File: config.mk
export PLATFORM = sky130hd
export DESIGN_NAME = pc_unit
export DESIGN_NICKNAME = d
export VERILOG_FILES = /design/src/rtl/cpu_pkg.sv /design/src/rtl/ras_stack.sv /design/src/rtl/pc_unit.sv
export SDC_FILE = /design/constraint.sdc
export NUM_CORES = 1
export LEC_CHECK = 0
export ABC_AREA = 1
export CAP_MARGIN = 30
export CORE_UTILIZATION = 55
export DETAILED_ROUTE_END_ITERATION = 12
export PLACE_DENSITY = 0.85
export SYNTH_ARGS = -nofsm -noshare
export SYNTH_HDL_FRONTEND = slang
export SYNTH_SLANG_ARGS = --single-unit
File: constraint.sdc
create_clock -name clk -period 5.8 [get_ports clk]
set_input_delay 1.16 -clock clk [delete_from_list [all_inputs] [get_ports clk]]
set_output_delay 1.16 -clock clk [all_outputs]
set_load 0.01 [all_outputs]
File: src/rtl/cpu_pkg.sv
// Shared types for the CPU core: PC sequencer command and branch-condition codes,
// default widths, and the branch-condition evaluator.
package cpu_pkg;

  localparam int PC_ADDR_W    = 9;
  localparam int PC_IMM_W     = 8;
  localparam int PC_RAS_DEPTH = 4;

  typedef enum logic [2:0] {
    CMD_INC      = 3'b000,
    CMD_COND     = 3'b001,
    CMD_CALL_REL = 3'b010,
    CMD_CALL_ABS = 3'b011,
    CMD_JUMP_ABS = 3'b100,
    CMD_RET      = 3'b101,
    CMD_HOLD     = 3'b110,
    CMD_RESTART  = 3'b111
  } pc_cmd_t;

  typedef enum logic [2:0] {
    COND_B     = 3'b000,
    COND_BEQ   = 3'b001,
    COND_BNE   = 3'b010,
    COND_BLT   = 3'b011,
    COND_BLE   = 3'b100,
    COND_BGE   = 3'b101,
    COND_BGT   = 3'b110,
    COND_NEVER = 3'b111
  } cond_t;

  // Signed comparisons come from N^V; Z refines them into the "or equal" forms.
  function automatic logic cond_true(input cond_t c, input logic n, input logic v,
                                     input logic z);
    logic lt;
    lt = n ^ v;
    case (c)
      COND_B:     return 1'b1;
      COND_BEQ:   return z;
      COND_BNE:   return ~z;
      COND_BLT:   return lt;
      COND_BLE:   return lt | z;
      COND_BGE:   return ~lt;
      COND_BGT:   return ~lt & ~z;
      default:    return 1'b0;
    endcase
  endfunction

endpackage

File: src/rtl/ras_stack.sv
// Circular return-address stack. Pushing when full silently overwrites the
// oldest entry; the caller is told through overflow_evt.
module ras_stack #(
  parameter int DEPTH = 4,
  parameter int W     = 9
) (
  input  logic         clk,
  input  logic         reset,
  input  logic         push,
  input  logic         pop,
  input  logic         flush,
  input  logic [W-1:0] din,
  output logic [W-1:0] top,
  output logic         empty,
  output logic         full,
  output logic         overflow_evt
);

  localparam int PW = $clog2(DEPTH);
  localparam int CW = PW + 1;
  localparam logic [PW-1:0] PTR_ONE = PW'(1);
  localparam logic [CW-1:0] CNT_ONE = CW'(1);
  localparam logic [CW-1:0] CNT_MAX = CW'(DEPTH);

  logic [W-1:0]  mem [DEPTH];
  logic [PW-1:0] ptr;
  logic [CW-1:0] count;

  assign top          = mem[ptr - PTR_ONE];
  assign empty        = (count == '0);
  assign full         = (count == CNT_MAX);
  assign overflow_evt = push & full;

  // ptr wraps naturally because DEPTH is a power of two.
  always_ff @(posedge clk or negedge reset) begin
    if (!reset) begin
      ptr   <= '0;
      count <= '0;
    end else if (flush) begin
      ptr   <= '0;
      count <= '0;
    end else if (push) begin
      ptr <= ptr + PTR_ONE;
      if (!full) count <= count + CNT_ONE;
    end else if (pop && !empty) begin
      ptr   <= ptr - PTR_ONE;
      count <= count - CNT_ONE;
    end
  end

  always_ff @(posedge clk) begin
    if (push) mem[ptr] <= din;
  end

endmodule

File: src/rtl/pc_unit.sv
// Program-counter sequencer: next-PC selection, conditional branches, calls and
// returns through a hardware return-address stack with sticky error flags.
module pc_unit
  import cpu_pkg::*;
#(
  parameter int                ADDR_W    = PC_ADDR_W,
  parameter int                IMM_W     = PC_IMM_W,
  parameter int                RAS_DEPTH = PC_RAS_DEPTH,
  parameter logic [ADDR_W-1:0] RESET_PC  = '0
) (
  input  logic              clk,
  input  logic              reset,
  input  logic              pc_load,
  input  pc_cmd_t           cmd,
  input  logic [2:0]        cond,
  input  logic [IMM_W-1:0]  imm,
  input  logic [ADDR_W-1:0] target,
  input  logic              N,
  input  logic              V,
  input  logic              Z,
  output logic [ADDR_W-1:0] pc,
  output logic [ADDR_W-1:0] pc_next,
  output logic [ADDR_W-1:0] link,
  output logic              taken,
  output logic              ras_empty,
  output logic              ras_full,
  output logic              ras_overflow,
  output logic              ras_underflow
);

  logic [ADDR_W-1:0] off;
  logic [ADDR_W-1:0] ras_top;
  logic              push_req;
  logic              pop_req;
  logic              flush_req;
  logic              underflow_evt;
  logic              overflow_evt;

  generate
    if (IMM_W >= ADDR_W) begin : g_off_trunc
      assign off = imm[ADDR_W-1:0];
    end else begin : g_off_sext
      assign off = {{(ADDR_W-IMM_W){imm[IMM_W-1]}}, imm};
    end
  endgenerate

  assign link = pc;

  always_comb begin
    pc_next       = pc;
    taken         = 1'b0;
    push_req      = 1'b0;
    pop_req       = 1'b0;
    flush_req     = 1'b0;
    underflow_evt = 1'b0;
    case (cmd)
      CMD_INC:  pc_next = pc + 1'b1;
      CMD_COND: begin
        taken   = cond_true(cond_t'(cond), N, V, Z);
        pc_next = taken ? pc + off : pc;
      end
      CMD_CALL_REL: begin
        taken    = 1'b1;
        pc_next  = pc + off;
        push_req = 1'b1;
      end
      CMD_CALL_ABS: begin
        taken    = 1'b1;
        pc_next  = target;
        push_req = 1'b1;
      end
      CMD_JUMP_ABS: begin
        taken   = 1'b1;
        pc_next = target;
      end
      CMD_RET: begin
        taken = 1'b1;
        if (!ras_empty) begin
          pc_next = ras_top;
          pop_req = 1'b1;
        end else begin
          pc_next       = target;
          underflow_evt = 1'b1;
        end
      end
      CMD_RESTART: begin
        taken     = 1'b1;
        pc_next   = RESET_PC;
        flush_req = 1'b1;
      end
      default: pc_next = pc;
    endcase
  end

  // Stack requests are qualified here so that nothing moves without a commit.
  ras_stack #(
    .DEPTH(RAS_DEPTH),
    .W    (ADDR_W)
  ) u_ras (
    .clk         (clk),
    .reset       (reset),
    .push        (push_req & pc_load),
    .pop         (pop_req & pc_load),
    .flush       (flush_req & pc_load),
    .din         (pc),
    .top         (ras_top),
    .empty       (ras_empty),
    .full        (ras_full),
    .overflow_evt(overflow_evt)
  );

  always_ff @(posedge clk or negedge reset) begin
    if (!reset) begin
      pc            <= RESET_PC;
      ras_overflow  <= 1'b0;
      ras_underflow <= 1'b0;
    end else if (pc_load) begin
      pc <= pc_next;
      if (overflow_evt)  ras_overflow  <= 1'b1;
      if (underflow_evt) ras_underflow <= 1'b1;
    end
  end

endmodule

* After elaboration in Yosys (flattened, before gate mapping) *
Memories as Yosys holds them, arrays and structs flattened.
Cells that the tools add are included.
Widths: inputs -> output; s select.

storage, ports and cells
  memories = 1
  bits in registers = 16
  word-level logic and storage cells = 68
  input port bits = 29
  RAM bits = 36

operators by class
  bitwise gates (word level) = 9
  $add $sub $neg = 6
  eq/ne operators = 14
  reductions and logical operators = 12
  multiplexer cells = 21

memory list
  memory     depth  width  rd ports  clocked after memory_dff  write ports  RTL line         text
  u_ras.mem  4      9      1         0                         1            ras_stack.sv:25  logic [W-1:0] mem [DEPTH];

operators with widths
  cell                 count
  $pmux 9 s6           1
  $eq 3x3->1 const B   7
  $mux 9               2
  $eq 3x2->1 const B   4
  $mux 3               4
  $add 9x1->9 const B  1
  $add 9x9->9          1
  $logic_not 3->1      3
  $mux 1               9
  $pmux 1 s7           1
  $eq 3x1->1 const B   2
  $mux 2               3
  $reduce_and 2->1     3
  $and 1x1->1          5
  $reduce_or 5->1      1
  $reduce_or 2->1      2
  $add 3x1->3 const B  1
  $ne 3x3->1 const B   1
  $reduce_bool 3->1    1
  $sub 3x1->3 const B  1
  $add 2x1->2 const B  1
  $not 1->1            2
  $pmux 1 s2           1
  $sub 2x1->2 const B  1
  other kinds (4)      4

* Longest topological paths before layout *
Gate-level depths: netlist of run 1.

  depth after elaboration = 8
  mapped depth = 12

* By module *
Synthesis of run 1 repeated with hierarchy kept, for this count alone.

unflattened totals
  cell total of the unflattened synthesis = 407
  area, all modules = 3343.2 um2

by module, submodules not included
  module     instances  seq. area each (um2)  cells an instance  area an instance (um2)
  ras_stack  1          1206.2                149                1760.4
  pc_unit    1          275.3                 258                1582.8

* Worst setup path after synthesis of run 1 *
OpenSTA, ideal clock, no wires.

  kind = input port to output port
  start = in imm[0]
  end = out pc_next[4]
  data arrival time = 2447 ps
  cell stages on the path = 9
  buffers on the path = 0
  path slack = 2193 ps
  cell sequence = ha_1 > fa_1 > nand3_1 > nand2_1 > nand2_1 > nand2_1 > o21ai_0 > nand3b_1 > and2_1

between the ends
  longest elaborated chain between the ends = 3

ends and longest elaborated chain
  what             RTL line                      text
  from (decl)      pc_unit.sv:16                 input logic [IMM_W-1:0] imm,
  $add 9x9->9 (*)  pc_unit.sv:60, pc_unit.sv:64
  $mux 9           pc_unit.sv:60                 pc_next = taken ? pc + off : pc;
  $pmux 9 s6 (*)   pc_unit.sv:56                 case (cmd)
  to (decl)        pc_unit.sv:22                 output logic [ADDR_W-1:0] pc_next,

Every way passes the cells marked *; elsewhere a longest branch is shown, timed or not.

* Worst setup path after layout of run 1 *
  start = reg u_ras.ptr[0]
  end = out pc_next[4]

between the ends
  longest elaborated chain between the ends = 4

ends and longest elaborated chain
  what                    RTL line         text
  from (decl)             ras_stack.sv:26  logic [PW-1:0] ptr;
  from (signal assigned)  ras_stack.sv:43  ptr <= ptr + PTR_ONE;
  from (signal assigned)  ras_stack.sv:46  ptr <= ptr - PTR_ONE;
  $sub 2x1->2             ras_stack.sv:29  assign top = mem[ptr - PTR_ONE];
  $mem_v2 4x9             --
  $mux 9                  pc_unit.sv:78    if (!ras_empty) begin
  $pmux 9 s6              pc_unit.sv:56

Every way passes these cells.

==> flow_metrics.py, run 1 <==
metrics = {
    "place": {
        "placement.io_buffers": 60,
        "preCtsSetupSlack_ps": 1170,
        "place.detailed.instances": 514,
        "globalplace.congestion": 0.851,
        "detailed_place_hpwl_mm": 5.74,
    },
    "sta": {
        "unrepaired_setup_endpoints_after_global_routing": "false",
        "maxSlewHeadroom_pct": 41.0,
        "fin_max_slew_vios": 0,
        "totalNegativeSetupSlack_ps": 0,
        "period_share_pct": 80.7,
        "setup_viol": 0,
        "fmax_mhz": 214,
        "timing.final.ws_setup_ps": 1120,
        "final.setup_skew_ps": 7.50,
        "clock_period_minus_final_worst_setup_slack_ps": 4680,
        "hold_viol_final": 0,
        "max_slew.worst_pin.slew_ps": 882,
    },
    "clock_network": {
        "htree_num_levels": 2,
        "cts-buffers-inserted": 5,
        "postCtsSetupRepairBufs": 0,
        "ctsResizeCount": 0,
        "cts_tree": "yes",
        "clock_path_buffers": 2,
        "holdBufCountCts": 0,
        "ctsRootBufferMaster": "sky130_fd_sc_hd__clkbuf_8",
        "clock_latency_ps": 300,
        "clock_sinks": 52,
        "cts.reportedPaths.clkPinSlew_ps": 100,
    },
    "logic_synthesis": {
        "synth.lib_cells_used.distinct": 32,
        "synth.cell_area_um2": 3200,
        "synth.avg_cell_area_um2": 8.07,
        "ys_seq_area_share_pct": 46.3,
        "yosys_warnings": 0,
        "number_of_standard_cells_after_synthesis": 397,
        "synthDominantCellAreaShare_pct": 33.8,
        "synth.largest_area_cell": "sky130_fd_sc_hd__edfxtp_1",
        "synth_fp_nets": 441,
        "yosys_register_bits": 52,
        "synth_top_cells_by_area": "sky130_fd_sc_hd__edfxtp_1 34%, sky130_fd_sc_hd__nand2_1 16%, sky130_fd_sc_hd__dfrtp_1 13%",
    },
    "critical_path": {
        "max_stage_delay_ps": 810,
        "timing.reg2reg.worst_path_depth": 9,
        "critPathLaunch": "u_ras.ptr[0]",
        "critPathArrivalTime_ps": 3520,
        "cp_cell_sequence": "inv_1 -> ha_1 -> clkinv_1 -> nand3_1 -> nand3_1 -> nand2_1 -> a21oi_1 -> nand3b_1 -> and2_1 -> clkdlybuf4s50_1",
        "critical_path.endpoint": "pc_next[4]",
        "path_depth": 10,
        "timing.critical_path.max_delay_family": "buffers and inverters",
        "setup.worst_path.start_class": "register",
        "critPathKind": "register to output pin",
        "critical_path.max_fanout": 22,
        "critPathSlowestCell": "sky130_fd_sc_hd__dfrtp_1",
        "timing.critical_path.required_ps": 4640,
        "setup.worst_path.end_class": "output pin",
        "rrSetupSlack_ps": 2890,
        "path_common_cell": "sky130_fd_sc_hd__nand3_1",
        "critical_path_buf_inv_count": 3,
        "critical_path.reg2reg.startpoint": "u_ras.ptr[0]",
        "rr_endpoint": "link[2]",
    },
    "drt": {
        "vias": 2907,
        "route.final.wire_length_mm": 7.78,
        "drtAntennaViolNets": 0,
        "drt-wirelength-per-cell_um": 14.9,
        "drc_errors": 0,
        "first_pass_iters": 6,
        "iteration_0_drc_count_of_the_detailed_router": 231,
        "avgViaCountPerCell": 5.57,
    },
    "die": {
        "initial_core_util_pct": 57.5,
        "die_height_um": 78.3,
        "io_pins": 61,
        "design.die.area_um2": 6130,
        "floorplan.core_area_um2": 5570,
        "dieWidth_um": 78.3,
        "placementRows": 27,
    },
    "cells_and_area": {
        "diodes": 0,
        "final_layout_size_suffix_gt1_share_pct": 6.44,
        "nNetsFinal": 493,
        "final.fill_count": 452,
        "ff_latch_area_um2": 1480,
        "synthToLayoutAreaGrowth_pct": 21.6,
        "multi_input_comb_area_um2": 1480,
        "fin_cells": 522,
    },
    "grt": {
        "largest_net_degree_at_the_start_of_global_routing": 23,
        "gr_ovfl_total": 0,
        "first_pass_grt_wire_length_mm": 12.6,
        "antenna_found_initial": 0,
        "first_global_vias": 2701,
        "grtUsageTotal_pct": 26.4,
    },
    "min_path": {
        "hold_path.class": "register to register",
    },
    "outcome": {
        "status": "finished, final reports clean",
    },
    "power": {
        "leakage_uw": 0.00173,
        "ir_worst_vdd_mv": 0.199,
        "pwr_density_cell_nw_per_um2": 364,
    },
    "job": {
        "maxCapViolCount": 0,
    },
}
power by group:
part / internal (µW) / leakage (µW) / switching (µW)
Clock: 88.9 / 0.0000463 / 129
Sequential: 467 / 0.000524 / 96.3
Combinational: 285 / 0.00116 / 350
Total: 841 / 0.00173 / 575
how the worst min path moves through the flow:
stage,startpoint,endpoint,depth (start not counted),slack [ps]
3_5_place_dp,ras_overflow,ras_overflow,1,460
4_1_cts,ras_overflow,ras_overflow,1,490
5_1_grt,ras_overflow,ras_overflow,1,500
2_1_floorplan,ras_overflow,ras_overflow,1,510
6_report,ras_overflow,ras_overflow,1,480
3_3_place_gp,ras_overflow,ras_overflow,1,450
synthesized netlist by cell type (all sizes together):
master / n
nand2: 142
nand3: 54
inv: 37
edfxtp: 36
nor2: 22
a21oi: 19
dfrtp: 16
buf: 15
o21ai: 14
ha: 13
nand3b: 4
nand4: 4
nor3: 4
o21bai: 3
or2: 3
fa: 2
xnor2: 2
xor2: 2
and2: 1
clkbuf: 1
clkinv: 1
nor4: 1
o22ai: 1
flip-flops by register name, indices dropped and copies added (netlist names):
signal,count
u_ras.count,3
ras_underflow,1
u_ras.ptr,2
link,9
u_ras.mem,36
ras_overflow,1
stage by stage:
| stage | hold WS, ps | util, % | cell area, µm² | total power, µW |
|---|---|---|---|---|
| finish | 485 | 69.9 | 3900 | 1420 |
| global route | 502 | 69.9 | 3900 | 1510 |
| CTS | 491 | 69.9 | 3900 | 1420 |
| detailed placement | 456 | 68.2 | 3800 | 1200 |
| global placement | 454 | 68.2 | 3800 | 1170 |
| floorplan | 512 | - | 3200 | 952 |
routing by layer:
metal,part of all wire [%],wire [µm],up-vias,GRT usage (%)
met5,0,0,-,0
met3,6.6,516,6,2.67
li1,-,-,1411,-
met2,51,3950,137,47.3
met4,0.78,61,0,7.04
met1,42,3250,1353,34.2
cell type report:
cell class / instances / share of cell area, %
clock buffers: 5 / 1.77
flip-flops and latches: 52 / 38.0
repair buffers: 61 / 15.6
clock inverters: 3 / 0.706
inverters: 38 / 3.66
multi-input cells: 291 / 37.9
well taps: 72 / 2.31
cells in the final DEF (no fill, tap or decap), drive strengths merged, types with 3 or more instances in the layout:
cell type | netlist | final
o21bai | 3 | 3
o21ai | 14 | 14
nand4 | 4 | 4
dfrtp | 16 | 16
nand3 | 54 | 54
nor2 | 22 | 22
nor3 | 4 | 4
nand2 | 142 | 142
nand3b | 4 | 4
ha | 13 | 13
edfxtp | 36 | 36
inv | 37 | 38
or2 | 3 | 3
a21oi | 19 | 19
clkdlybuf4s50 | 0 | 60
clkbuf | 1 | 5
kinds of logic (layout without fill, tap and decap cells):
kind of cell | Yosys count | after routing | synth area share [%]
AOI/OAI and AO/OA | 37 | 37 | 6.52
xor gates and xnor gates | 4 | 4 | 1.09
adders and majority gates | 15 | 15 | 6.33
buffers and inverters | 54 | 107 | 7.62
DFF | 52 | 52 | 46.2
and+or+nand+nor | 235 | 235 | 32.2
Power figures use the tool's default switching activity.
==> run 2: changes to the inputs <==
--- a/config.mk
+++ b/config.mk
@@ -7,9 +7,9 @@
 export LEC_CHECK = 0
 export ABC_AREA = 1
 export CAP_MARGIN = 30
-export CORE_UTILIZATION = 55
+export CORE_UTILIZATION = 47
 export DETAILED_ROUTE_END_ITERATION = 12
-export PLACE_DENSITY = 0.85
+export PLACE_DENSITY = 0.77
 export SYNTH_ARGS = -nofsm -noshare
 export SYNTH_HDL_FRONTEND = slang
 export SYNTH_SLANG_ARGS = --single-unit
==> constraint.sdc (replaced) <==
create_clock -name clk -period 3.87 [get_ports clk]
set_input_delay 0.774 -clock clk [delete_from_list [all_inputs] [get_ports clk]]
set_output_delay 0.774 -clock clk [all_outputs]
set_load 0.01 [all_outputs]
==> run 2 against run 1 <==
Against the previous run: the run now ends with design-rule violations left; combinational power up 57%; routed wire length is 1.6% higher; power up 60%; worst hold slack worse by 4.1 ps; clock skew about the same; critical path depth grew 1; final cell count increased by 2.3%; sequential power rose by 45%; first-iteration DRC count down 28%; clock power is 110% higher; setup slack worse by 920 ps; non-clock buffer count rose by 7; critical path type is now input port to output pin; critical endpoint is now pc_next[8]; largest power group unchanged.
==> flow_metrics.py, run 2 (synthesis results as in run 1) <==
metrics = {
    "critical_path": {
        "critical_path.max_fanout": 3,
        "setup.worst_path.end_class": "output pin",
        "timing.critical_path.max_delay_family": "buffers and inverters",
        "setup.worst_path.start_class": "input port",
        "timing.reg2reg.worst_path_depth": 11,
        "cp_cell_sequence": "clkdlybuf4s50_1 -> ha_1 -> fa_2 -> nand3_2 -> nand2_1 -> nand2_1 -> nand2_1 -> nand2_1 -> nand3_1 -> nand3_1 -> clkdlybuf4s50_1",
        "critical_path_buf_inv_count": 2,
        "rrSetupSlack_ps": 1910,
        "critical_path.reg2reg.startpoint": "link[2]",
        "critPathKind": "input port to output pin",
        "critPathArrivalTime_ps": 2890,
        "path_common_cell": "sky130_fd_sc_hd__nand2_1",
        "timing.critical_path.required_ps": 3100,
        "path_depth": 11,
        "max_stage_delay_ps": 540,
        "critPathSlowestCell": "sky130_fd_sc_hd__clkdlybuf4s50_1",
        "critPathLaunch": "imm[0]",
    },
    "clock_network": {
        "cts_tree": "yes",
        "cts-buffers-inserted": 5,
        "htree_num_levels": 2,
        "cts.reportedPaths.clkPinSlew_ps": 90,
        "ctsRootBufferMaster": "sky130_fd_sc_hd__clkbuf_8",
        "clock_sinks": 52,
        "clock_latency_ps": 310,
        "postCtsSetupRepairBufs": 0,
        "clock_path_buffers": 2,
    },
    "sta": {
        "unrepaired_setup_endpoints_after_global_routing": "false",
        "maxSlewHeadroom_pct": 46.3,
        "fmax_mhz": 273,
        "fin_max_slew_vios": 0,
        "final.setup_skew_ps": 7.94,
        "clock_period_minus_final_worst_setup_slack_ps": 3670,
        "hold_viol_final": 0,
        "period_share_pct": 94.7,
        "setup_viol": 0,
        "timing.final.ws_setup_ps": 203,
        "totalNegativeSetupSlack_ps": 0,
        "timing.hold.ws_ps": 481,
        "max_slew.worst_pin.slew_ps": 802,
    },
    "power": {
        "leakage_uw": 0.00180,
        "pwr_density_cell_nw_per_um2": 566,
        "ir_worst_vdd_mv": 0.262,
    },
    "cells_and_area": {
        "number_of_flip_flops_in_the_largest_register": 36,
        "nNetsFinal": 500,
        "commonest_non_fill_non_tap_cell_in_the_layout": "sky130_fd_sc_hd__nand2_1",
        "final_layout_size_suffix_gt1_share_pct": 8.53,
        "most-common-layout-cells": "139 x sky130_fd_sc_hd__nand2_1, 59 x sky130_fd_sc_hd__clkdlybuf4s50_1, 50 x sky130_fd_sc_hd__nand3_1",
        "reg_with_most_ffs": "u_ras.mem",
        "synthToLayoutAreaGrowth_pct": 25.2,
        "diodes": 0,
    },
    "drt": {
        "drt-wirelength-per-cell_um": 14.8,
        "first_pass_iters": 9,
        "drc_errors": 1,
        "vias": 2871,
        "iteration_0_drc_count_of_the_detailed_router": 166,
        "drtAntennaViolNets": 0,
        "avgViaCountPerCell": 5.38,
        "route.final.wire_length_mm": 7.90,
    },
    "grt": {
        "largest_net_degree_at_the_start_of_global_routing": 22,
        "gr_ovfl_total": 0,
        "first_pass_grt_wire_length_mm": 13.1,
        "grtUsageTotal_pct": 23.5,
        "first_global_vias": 2788,
        "antenna_found_initial": 0,
    },
    "outcome": {
        "violations": "design-rule violations",
        "status": "finished with violations",
    },
    "place": {
        "globalplace.congestion": 0.871,
        "preCtsSetupSlack_ps": 33.1,
        "detailed_place_hpwl_mm": 5.78,
        "placement.io_buffers": 60,
    },
    "die": {
        "placementRows": 29,
        "io_pins": 61,
        "initial_core_util_pct": 49.6,
        "floorplan.core_area_um2": 6460,
        "die_height_um": 84.6,
        "design.die.area_um2": 7150,
        "dieWidth_um": 84.6,
    },
    "min_path": {
        "hold_start": "ras_underflow",
        "hold_path.class": "register to register",
        "worst_hold_path_cells": 1,
    },
    "job": {
        "maxCapViolCount": 0,
    },
}
run 2: repair_timing:
action	4_1_cts	5_1_grt
hold buffers	0	0
gates resized for setup	0	4
endpoints found under the setup margin	0	3
run 2: where the power goes:
part | switching, µW | internal [µW]
clock | 190 | 260
sequential | 119 | 700
combinational | 552 | 449
total | 861 | 1410
run 2: final timing paths:
kind,endpoint
worst max register to register,link[5]
worst max-delay path,pc_next[8]
max in group asynchronous,link[0]
worst min-delay path,ras_underflow
worst min register to register,ras_underflow
min in group asynchronous,link[3]
run 2: layout make-up:
class | instances | area (µm²)
clock buffers | 5 | 68.8
clock inverters | 3 | 68.8
fillers | 563 | 2450
inverters | 38 | 143
multi-input cells | 291 | 1490
flip-flops and latches | 52 | 1480
well taps | 77 | 96.3
repair buffers | 68 | 663
run 2: metal layers:
layer  share of wire, %  global-route usage (%)  vias to the layer above
li1                   -                       -                     1424
met1                 43                    29.1                     1348
met2                 51                    42.4                       90
met3                4.4                    3.34                        9
met4                1.4                    7.09                        0
met5                  0                       0                        -
run 2: through the flow:
step                cell area, µm²  total power [µW]  util, %  std cells
floorplan                     3200              1430        -        397
global placement              3860              1790     59.7        526
detailed placement            3860              1820     59.7        526
CTS                           4000              2270     61.9        534
global route                  4010              2420     62.1        534
finish                        4010              2270     62.1        534
